`config.mk`:
```
export PLATFORM = sky130hd
export DESIGN_NAME = prog_loader_flat
export DESIGN_NICKNAME = d
export VERILOG_FILES = /design/src/rtl/prog_loader_pkg.sv /design/src/rtl/prog_loader_if.sv /design/src/rtl/prog_loader_wr.sv /design/src/rtl/prog_loader.sv /design/src/flat_wrapper.sv
export SDC_FILE = /design/constraint.sdc
export NUM_CORES = 1
export LEC_CHECK = 0
export CAP_MARGIN = 5
export CORE_MARGIN = 3
export CORE_UTILIZATION = 35
export DETAILED_ROUTE_END_ITERATION = 10
export PLACE_DENSITY_LB_ADDON = 0.05
export SLEW_MARGIN = 20
export SYNTH_ARGS = -nofsm -noshare
export SYNTH_HDL_FRONTEND = slang
export SYNTH_SLANG_ARGS = --single-unit
```
`constraint.sdc`:
```
create_clock -name clock -period 2.4 [get_ports clock]
set_clock_uncertainty 0.15 [all_clocks]
set_input_delay 0.36 -clock clock [delete_from_list [all_inputs] [get_ports clock]]
set_output_delay 0.36 -clock clock [all_outputs]
set_load 0.005 [all_outputs]
```
`src/rtl/prog_loader_pkg.sv`:
```
// Shared definitions for the program-memory loader: FSM encoding, sync marker
// and length-header field layout.
package prog_loader_pkg;

  typedef enum logic [2:0] {
    ST_IDLE   = 3'd0,
    ST_LEN_HI = 3'd1,
    ST_LEN_LO = 3'd2,
    ST_DATA   = 3'd3,
    ST_CKSUM  = 3'd4,
    ST_DONE   = 3'd5,
    ST_ERROR  = 3'd6
  } state_e;

  localparam logic [7:0] SYNC_BYTE_DEF = 8'hA5;

  localparam int LEN_HI_CNT_MSB  = 3;
  localparam int LEN_HI_CNT_LSB  = 0;
  localparam int LEN_HI_RSVD_MSB = 7;
  localparam int LEN_HI_RSVD_LSB = 4;

  // Reserved upper nibble of the length-high byte must be zero.
  function automatic logic len_hi_valid(input logic [7:0] b);
    return (b[LEN_HI_RSVD_MSB:LEN_HI_RSVD_LSB] == 4'h0);
  endfunction

endpackage

```
`src/rtl/prog_loader_if.sv`:
```
// Byte-stream input and program-memory write port of the loader.
// master = host/memory side, slave = loader.
interface prog_loader_if #(parameter int ADDR_W = 12) ();
  logic [7:0]        in_data;
  logic              in_valid;
  logic              in_ready;
  logic              mem_busy;
  logic [ADDR_W-1:0] mem_addr;
  logic [7:0]        mem_data;
  logic              mem_we;

  modport master (
    output in_data, in_valid, mem_busy,
    input  in_ready, mem_addr, mem_data, mem_we
  );

  modport slave (
    input  in_data, in_valid, mem_busy,
    output in_ready, mem_addr, mem_data, mem_we
  );
endinterface

```
`src/rtl/prog_loader_wr.sv`:
```
// Registered write stage: holds one pending byte until the memory is free,
// then strobes it and advances the address (saturating at the top of memory).
module prog_loader_wr #(
  parameter int ADDR_W = 12
) (
  input  logic              clock,
  input  logic              reset,
  input  logic              clear,
  input  logic              push,
  input  logic [7:0]        push_data,
  input  logic              mem_busy,
  output logic [ADDR_W-1:0] mem_addr,
  output logic [7:0]        mem_data,
  output logic              mem_we,
  output logic              pending
);

  logic              pend_r;
  logic [7:0]        data_r;
  logic [ADDR_W-1:0] addr_r;
  logic              write_s;

  // The strobe is gated by mem_busy so a write is never presented to a busy memory.
  assign write_s  = pend_r && !mem_busy;
  assign mem_we   = write_s;
  assign mem_addr = addr_r;
  assign mem_data = data_r;
  assign pending  = pend_r;

  // Pending byte register and write address.
  always_ff @(posedge clock) begin
    if (reset) begin
      pend_r <= 1'b0;
      data_r <= 8'h00;
      addr_r <= {ADDR_W{1'b0}};
    end else begin
      if (push) begin
        pend_r <= 1'b1;
        data_r <= push_data;
      end else if (write_s) begin
        pend_r <= 1'b0;
      end else begin
        pend_r <= pend_r;
      end

      if (clear) begin
        addr_r <= {ADDR_W{1'b0}};
      end else if (write_s && (addr_r != {ADDR_W{1'b1}})) begin
        addr_r <= addr_r + {{(ADDR_W-1){1'b0}}, 1'b1};
      end else begin
        addr_r <= addr_r;
      end
    end
  end

endmodule

```
`src/rtl/prog_loader.sv`:
```
// Framed byte-stream loader for program memory; holds the CPU in reset while loading.
// Optional trailing checksum byte enabled by defining PROG_LOADER_CKSUM_EN.
module prog_loader
  import prog_loader_pkg::*;
#(
  parameter int         ADDR_W    = 12,
  parameter logic [7:0] SYNC_BYTE = SYNC_BYTE_DEF
) (
  input  logic         clock,
  input  logic         reset,
  prog_loader_if.slave bus,
  output logic         cpu_hold,
  output logic         load_done,
  output logic         load_error
);

  state_e            state_r, next_state_s;
  logic              fire_s, in_ready_s, push_s, clear_s, last_s, wr_pend_s, is_sync_s;
  logic [3:0]        len_hi_r;
  logic [ADDR_W-1:0] len_r, count_r;
  logic              cpu_hold_s, load_done_s, load_error_s;
  logic              cpu_hold_r, load_done_r, load_error_r;
`ifdef PROG_LOADER_CKSUM_EN
  logic [7:0]        cksum_r;
`endif

  // Back-pressure only while a data byte is still waiting for the memory.
  assign in_ready_s   = !((state_r == ST_DATA) && (bus.mem_busy || wr_pend_s));
  assign bus.in_ready = in_ready_s;
  assign fire_s       = bus.in_valid && in_ready_s;
  assign is_sync_s    = (bus.in_data == SYNC_BYTE);
  assign last_s       = (count_r == len_r);
  assign push_s       = fire_s && (state_r == ST_DATA);
  assign clear_s      = fire_s && (state_r == ST_LEN_LO);

  assign cpu_hold   = cpu_hold_r;
  assign load_done  = load_done_r;
  assign load_error = load_error_r;

  prog_loader_wr #(.ADDR_W(ADDR_W)) u_wr (
    .clock     (clock),
    .reset     (reset),
    .clear     (clear_s),
    .push      (push_s),
    .push_data (bus.in_data),
    .mem_busy  (bus.mem_busy),
    .mem_addr  (bus.mem_addr),
    .mem_data  (bus.mem_data),
    .mem_we    (bus.mem_we),
    .pending   (wr_pend_s)
  );

  // State register and registered status outputs.
  always_ff @(posedge clock) begin
    if (reset) begin
      state_r      <= ST_IDLE;
      cpu_hold_r   <= 1'b0;
      load_done_r  <= 1'b0;
      load_error_r <= 1'b0;
    end else begin
      state_r      <= next_state_s;
      cpu_hold_r   <= cpu_hold_s;
      load_done_r  <= load_done_s;
      load_error_r <= load_error_s;
    end
  end

  // Next-state logic; DONE handles an incoming byte exactly like IDLE.
  always_comb begin
    next_state_s = state_r;
    case (state_r)
      ST_IDLE, ST_DONE: begin
        if (fire_s && is_sync_s) next_state_s = ST_LEN_HI;
        else                     next_state_s = ST_IDLE;
      end
      ST_LEN_HI: begin
        if (fire_s) next_state_s = len_hi_valid(bus.in_data) ? ST_LEN_LO : ST_ERROR;
        else        next_state_s = ST_LEN_HI;
      end
      ST_LEN_LO: begin
        if (fire_s) next_state_s = ST_DATA;
        else        next_state_s = ST_LEN_LO;
      end
      ST_DATA: begin
        if (push_s && last_s) begin
`ifdef PROG_LOADER_CKSUM_EN
          next_state_s = ST_CKSUM;
`else
          next_state_s = ST_DONE;
`endif
        end else begin
          next_state_s = ST_DATA;
        end
      end
`ifdef PROG_LOADER_CKSUM_EN
      ST_CKSUM: begin
        if (fire_s) next_state_s = (bus.in_data == cksum_r) ? ST_DONE : ST_ERROR;
        else        next_state_s = ST_CKSUM;
      end
`endif
      ST_ERROR: begin
        if (fire_s && is_sync_s) next_state_s = ST_LEN_HI;
        else                     next_state_s = ST_ERROR;
      end
      default: next_state_s = ST_IDLE;
    endcase
  end

  // Status outputs follow the state being entered, so they line up with it.
  always_comb begin
    cpu_hold_s   = 1'b0;
    load_done_s  = 1'b0;
    load_error_s = 1'b0;
    case (next_state_s)
      ST_LEN_HI, ST_LEN_LO, ST_DATA, ST_CKSUM: cpu_hold_s = 1'b1;
      ST_DONE:  load_done_s = 1'b1;
      ST_ERROR: begin
        cpu_hold_s   = 1'b1;
        load_error_s = 1'b1;
      end
      default: cpu_hold_s = 1'b0;
    endcase
  end

  // Length latch and data byte counter.
  always_ff @(posedge clock) begin
    if (reset) begin
      len_hi_r <= 4'h0;
      len_r    <= {ADDR_W{1'b0}};
      count_r  <= {ADDR_W{1'b0}};
    end else begin
      if (fire_s && (state_r == ST_LEN_HI)) begin
        len_hi_r <= bus.in_data[LEN_HI_CNT_MSB:LEN_HI_CNT_LSB];
      end else begin
        len_hi_r <= len_hi_r;
      end

      if (clear_s) begin
        len_r   <= ADDR_W'({len_hi_r, bus.in_data});
        count_r <= {ADDR_W{1'b0}};
      end else if (push_s && !last_s) begin
        len_r   <= len_r;
        count_r <= count_r + {{(ADDR_W-1){1'b0}}, 1'b1};
      end else begin
        len_r   <= len_r;
        count_r <= count_r;
      end
    end
  end

`ifdef PROG_LOADER_CKSUM_EN
  // Running 8-bit sum of the data bytes.
  always_ff @(posedge clock) begin
    if (reset) begin
      cksum_r <= 8'h00;
    end else if (clear_s) begin
      cksum_r <= 8'h00;
    end else if (push_s) begin
      cksum_r <= cksum_r + bus.in_data;
    end else begin
      cksum_r <= cksum_r;
    end
  end
`endif

endmodule

```
`src/flat_wrapper.sv`:
```
// flat-port wrapper written by rule: the top's interface ports become plain ports
module prog_loader_flat import prog_loader_pkg::*;
#(
  parameter int         ADDR_W    = 12,
  parameter logic [7:0] SYNC_BYTE = SYNC_BYTE_DEF
)
  (clock, reset, cpu_hold, load_done, load_error, bus_in_data, bus_in_valid, bus_mem_busy, bus_in_ready, bus_mem_addr, bus_mem_data, bus_mem_we);
  prog_loader_if #(.ADDR_W(ADDR_W)) bus_i ();
  input  logic clock;
  input  logic reset;
  output logic cpu_hold;
  output logic load_done;
  output logic load_error;
  input wire logic [$bits(bus_i.in_data)-1:0] bus_in_data;
  input wire logic [$bits(bus_i.in_valid)-1:0] bus_in_valid;
  input wire logic [$bits(bus_i.mem_busy)-1:0] bus_mem_busy;
  output wire logic [$bits(bus_i.in_ready)-1:0] bus_in_ready;
  output wire logic [$bits(bus_i.mem_addr)-1:0] bus_mem_addr;
  output wire logic [$bits(bus_i.mem_data)-1:0] bus_mem_data;
  output wire logic [$bits(bus_i.mem_we)-1:0] bus_mem_we;
  assign bus_i.in_data = bus_in_data;
  assign bus_i.in_valid = bus_in_valid;
  assign bus_i.mem_busy = bus_mem_busy;
  assign bus_in_ready = bus_i.in_ready;
  assign bus_mem_addr = bus_i.mem_addr;
  assign bus_mem_data = bus_i.mem_data;
  assign bus_mem_we = bus_i.mem_we;
  prog_loader #(.ADDR_W(ADDR_W), .SYNC_BYTE(SYNC_BYTE)) u_core (.clock(clock), .reset(reset), .bus(bus_i), .cpu_hold(cpu_hold), .load_done(load_done), .load_error(load_error));
endmodule
```
Word-level counts from Yosys, hierarchy flattened
Index checks and enable logic that the tools add are counted.
{"block": "op_classes", "eq_ne": 14, "n_reduce_logical": 20, "add_sub_neg": 2, "muxes": 12}
{"cell": "12-bit by 1-bit adder with 12-bit output, second input constant", "count": 2}
{"cell": "3-bit == test, second input constant", "count": 5}
{"cell": "3-bit case mux with 5 select lines", "count": 1}
{"cell": "12-bit == test", "count": 1}
{"cell": "3-bit by 2-bit == test with 1-bit output, second input constant", "count": 4}
{"cell": "3-bit two-way mux", "count": 4}
{"cell": "12-bit inequality test, second input constant", "count": 1}
{"cell": "1-bit logical AND", "count": 10}
{"cell": "8-bit == test, second input constant", "count": 1}
{"cell": "1-bit two-way mux", "count": 7}
{"cell": "3-bit by 1-bit == test with 1-bit output, second input constant", "count": 2}
{"cell": "5-bit OR reduction", "count": 1}
{"cell": "4-bit logical NOT", "count": 1}
{"cell": "2-bit OR reduction", "count": 2}
{"cell": "1-bit logical NOT", "count": 3}
{"cell": "3-bit logical NOT", "count": 1}
{"cell": "2-bit nonzero test", "count": 1}
{"cell": "1-bit logical OR", "count": 1}
{"block": "word_totals", "reg_bits": 55, "elab_cells": 58, "input_bits": 12, "out_inout_bits": 25}

Depth between registers and ports, before layout
{"block": "depth", "ltp_word": 11, "depth_mapped": 7, "mapped_depth_nobuf": 6}

Hierarchy
A second synthesis with hierarchy kept.
{"block": "unflattened", "cells_unflattened": 289, "area_unflattened_um2": 2536.2}
{"module": "prog_loader", "cells_per_inst": 191, "area_each_um2": 1604.0, "instances": 1, "seq_area_each_um2": 680.7}
{"module": "prog_loader_wr", "cells_per_inst": 98, "area_each_um2": 932.1, "instances": 1, "seq_area_each_um2": 420.4}

Worst setup path after synthesis
Ideal clock, no wire load.
{"block": "synth_timing", "path_kind": "register to register", "from": "register u_core.u_wr.addr_r[0] (netlist: u_core.u_wr.mem_addr[0])", "to": "register u_core.u_wr.addr_r[10] (netlist: u_core.u_wr.mem_addr[10])", "required_time_ps": 2178, "path_buffers": 0, "slack_ps": 474, "setup_ps": 72, "arrival_ps": 1704, "period_less_slack_ps": 1926, "path_stages_with_launch": 7, "path_cell_list": "dfxtp_1 ha_1 nand2_1 nor4_2 nor3b_1 nand2_1 mux2i_1"}
{"block": "synth_between", "elab_chain_len": 2, "elab_cells_between_ends": 3, "classes_between": "add/sub: 1; eq/ne: 1; reduce/logical: 1"}
{"item": "start: declaration", "line": "prog_loader_wr.sv:20", "text": "logic [ADDR_W-1:0] addr_r;"}
{"item": "start signal: assignment", "line": "prog_loader_wr.sv:35", "text": "addr_r <= {ADDR_W{1'b0}};"}
{"item": "start signal: assignment", "line": "prog_loader_wr.sv:47", "text": "addr_r <= {ADDR_W{1'b0}};"}
{"item": "start signal: assignment", "line": "prog_loader_wr.sv:49", "text": "addr_r <= addr_r + {{(ADDR_W-1){1'b0}}, 1'b1};"}
{"item": "branches (longest 2 deep; another with 12-bit by 1-bit adder with 12-bit output)"}
Several ways; the timed one is not identified.
A chain may end at the register's enable or synchronous reset.

Worst setup path after layout
{"block": "layout_timing", "from": "register u_core.state_r[2]", "to": "output port bus_in_ready"}
{"block": "layout_between", "elab_chain_len": 3}
{"item": "start: declaration", "line": "prog_loader.sv:17", "text": "state_e state_r, next_state_s;"}
{"item": "start signal: assignment", "line": "prog_loader.sv:61", "text": "state_r <= next_state_s;"}
{"item": "3-bit by 2-bit == test with 1-bit output", "line": "prog_loader.sv:28", "text": "assign in_ready_s = !((state_r == ST_DATA) && (bus.mem_busy || wr_pend_s));"}
{"item": "1-bit logical AND", "line": "prog_loader.sv:28"}
{"item": "1-bit logical NOT", "line": "prog_loader.sv:28"}
{"item": "end: declaration", "line": "flat_wrapper.sv:17", "text": "output wire logic [$bits(bus_i.in_ready)-1:0] bus_in_ready;"}
Every way passes these cells.

==> key figures <==
Pwr
  • Pleak: 1.15 nW
  • P_int: 1.28 mW
  • Pwr Density: 562 mW/mm2
  • Sw frac: 29.1%
  • Net Switching: 523 uW
  • Peak supply drop: 0.242 mV
  • Power share of the sequential group: 53.2%
  • Combinational Power Share: 16.5%
  • Clk pwr share: 30.3%

Clocking
  • Later-pin clock latency in the skew report: 310 ps
  • CTS resizes: 0
  • Hold-fix buffers, CTS: 0
  • CTS tree: yes
  • Clock slew at reported path FFs: 100 ps
  • Clk root buf: clkbuf_8
  • Num Clock Sinks: 55
  • H-tree depth: 2
  • CTS Buffer Depth: 2
  • Setup bufs post-CTS: 0
  • Num CTS Buffers: 5

Logic synthesis
  • Count of cell types in the netlist: 42
  • Top cells by area, synth: dfxtp_1, nand2_1, a21oi_1
  • Count leader, synth: dfxtp_1
  • Top cell type's share of synthesized area: 42.8%
  • Main synth FF type: dfxtp_1
  • Async SR Flop Fraction: 0%
  • Synth warnings: 0
  • Simple-Gate Fraction of Synth Area: 29.4%
  • Area leader, netlist: dfxtp_1
  • Syn Inst Count: 304
  • Largest family of logic cells by synthesized area: simple AND/OR/NAND/NOR gates
  • Mux contribution to synthesized area: 2.33%
  • XOR/XNOR Fraction of Synth Area: 7.49%
  • Post-synth EDFFs: 0
  • Top cells by count, synth: dfxtp_1, nand2_1, a21oi_1, nor2_1, xor2_1
  • Syn_area_per_cell: 8.47 um2
  • Seq cells post-synth: 55
  • Adder-Cell Fraction of Synth Area: 0.972%
  • Post-Syn Nets: 318
  • Post-synthesis compound-gate area fraction: 13.1%
  • Sequential fraction of the synthesis area: 42.8%
  • Post-Syn Area: 0.00257 mm2

Floorplan
  • Initial Util: 37.1%
  • Die X: 91.8 um
  • Number of I/O pins: 37
  • Placeable core area: 0.00694 mm2
  • Die H: 91.8 um
  • Area of the die: 0.00842 mm2
  • FP Rows: 30

Critical path
  • Worst-path fanout max: 10
  • CP Capture Type: primary output
  • Critical Path RT: 1890 ps
  • WS Path Type: register to primary output
  • CP Launch Type: register
  • WP data arrival: 1690 ps

STA
  • Final Critical Period: 2200 ps
  • Final critical-path share of the clock period: 91.8%
  • Max Fclk: 0.454 GHz
  • Max-slew violations: 0
  • Finish-stage setup viols: 0
  • Max transition margin: 68.4%
  • Worst-Margin Slew: 470 ps
  • Fin. Hold Viols: 0
  • RSZ-0062 raised after global routing: no
  • Setup tns final: 0 ps

Route
  • Drt pass-1 iters: 4
  • Drt first-iter violations: 71
  • DRT antenna net count: 0
  • DRC viols: 0
  • Final wirelength: 6.09 mm
  • Wire per inst: 13.7 um
  • Total number of vias: 2219
  • Routed vias/inst: 5.00

GRT
  • Aggregate global-route resource usage: 15.0%
  • Total grt overflow: 0
  • Largest net degree at the start of global routing: 33
  • Initial antenna violation count: 0
  • Vias in the first global route: 2125
  • First-pass GRT wire length: 10.4 mm

Place
  • Routability cong.: 0.796
  • DP Wirelength: 4.45 mm
  • Post-placement cell area: 0.00310 mm2
  • Port bufs: 36

Finish
  • Final nets: 361
  • Antenna Cells: 0
  • Final core occ: 46.1%
  • Area grow syn2layout: 24.3%
  • Post-route cell area: 0.00320 mm2
  • Fraction of layout cells with a size suffix above 1: 9.48%

Job
  • Max cap viols: 0

Hold path
  • HP Class: register to register

Status
  • Status: finished clean
[layout by cell type, fill, tap and decap left out, drive strengths merged, types with 2 or more instances in the layout]
cell type / count
clkbuf: 5
nand2: 50
dfxtp: 55
or4: 11
o21ai: 5
and4: 2
nor4b: 2
mux2i: 6
nor3b: 2
and3b: 3
inv: 6
a21oi: 37
nand2b: 2
nor3: 8
nand4: 8
buf: 17
o31ai: 10
nand3b: 2
nor2b: 2
nor2: 22
ha: 2
nor4: 4
xnor2: 9
and2: 2
nand3: 11
xor2: 13
and3: 6
clkdlybuf4s50: 36
[cell families (layout without fill, tap and decap cells)]
family | Yosys count | after routing
AND/OR/NAND/NOR | 141 | 141
AO/OA/AOI/OAI | 58 | 58
flip-flops | 55 | 55
XOR/XNOR | 22 | 22
buffers and inverters | 20 | 64
multiplexers | 6 | 6
adder cells (fa/ha/maj) | 2 | 2
[final cells by class]
cell class                      instances  area, um2
Sequential cell                        55       1100
Clock inverter                          3       26.3
Tap cell                               96        120
Multi-Input combinational cell        229       1370
Fill cell                             682       3740
Clock buffer                            5       68.8
Timing Repair Buffer                   53        500
Inverter                                3       11.3
[through the flow]
stage	cells	hold slack [ps]	power (mW)	setup slack [ps]
floorplan	304	281	1.20	474
global placement	436	295	1.28	89.2
detailed placement	436	299	1.28	80.3
CTS	444	318	1.83	181
global route	444	340	1.89	91.1
finish	444	313	1.80	196
[sequential cells by signal, summed over array words and instances (netlist names)]
register              cells
u_core.count_r           12
u_core.cpu_hold           1
u_core.len_hi_r           4
u_core.len_r             12
u_core.load_done          1
u_core.load_error         1
u_core.state_r            3
u_core.u_wr.mem_addr     12
u_core.u_wr.mem_data      8
u_core.u_wr.pending       1
[final timing paths]
kind / depth (start not counted) / slack [ps] / from / end
max: 3 / 200 / u_core.state_r[2] / bus_in_ready
min: 2 / 310 / u_core.u_wr.mem_data[5] / u_core.u_wr.mem_data[5]
max reg2reg: 7 / 360 / u_core.u_wr.mem_addr[0] / u_core.u_wr.mem_addr[10]
min reg2reg: 2 / 310 / u_core.u_wr.mem_data[5] / u_core.u_wr.mem_data[5]
[worst max-delay path: stages (launching register included)]
cell and delay, ps:
dfxtp_1 500, and3b_2 290, o21ai_0 80, clkdlybuf4s50_1 520
[routing by layer]
| layer | vias up | wire, um | GRT usage [%] |
|---|---|---|---|
| met2 | 35 | 2890 | 25.2 |
| met3 | 5 | 232 | 3.20 |
| met1 | 1012 | 2910 | 19.5 |
| met5 | - | 0 | 0 |
| li1 | 1167 | - | - |
| met4 | 0 | 52 | 3.71 |
[power groups by stage]
stage,sequential (mW),clock (mW),combinational (mW)
floorplan,0.973,0,0.230
global placement,0.979,0,0.298
detailed placement,0.978,0,0.299
CTS,0.957,0.570,0.299
global route,0.961,0.597,0.334
finish,0.957,0.545,0.297
Note: power is estimated with default switching activity, not from simulation.
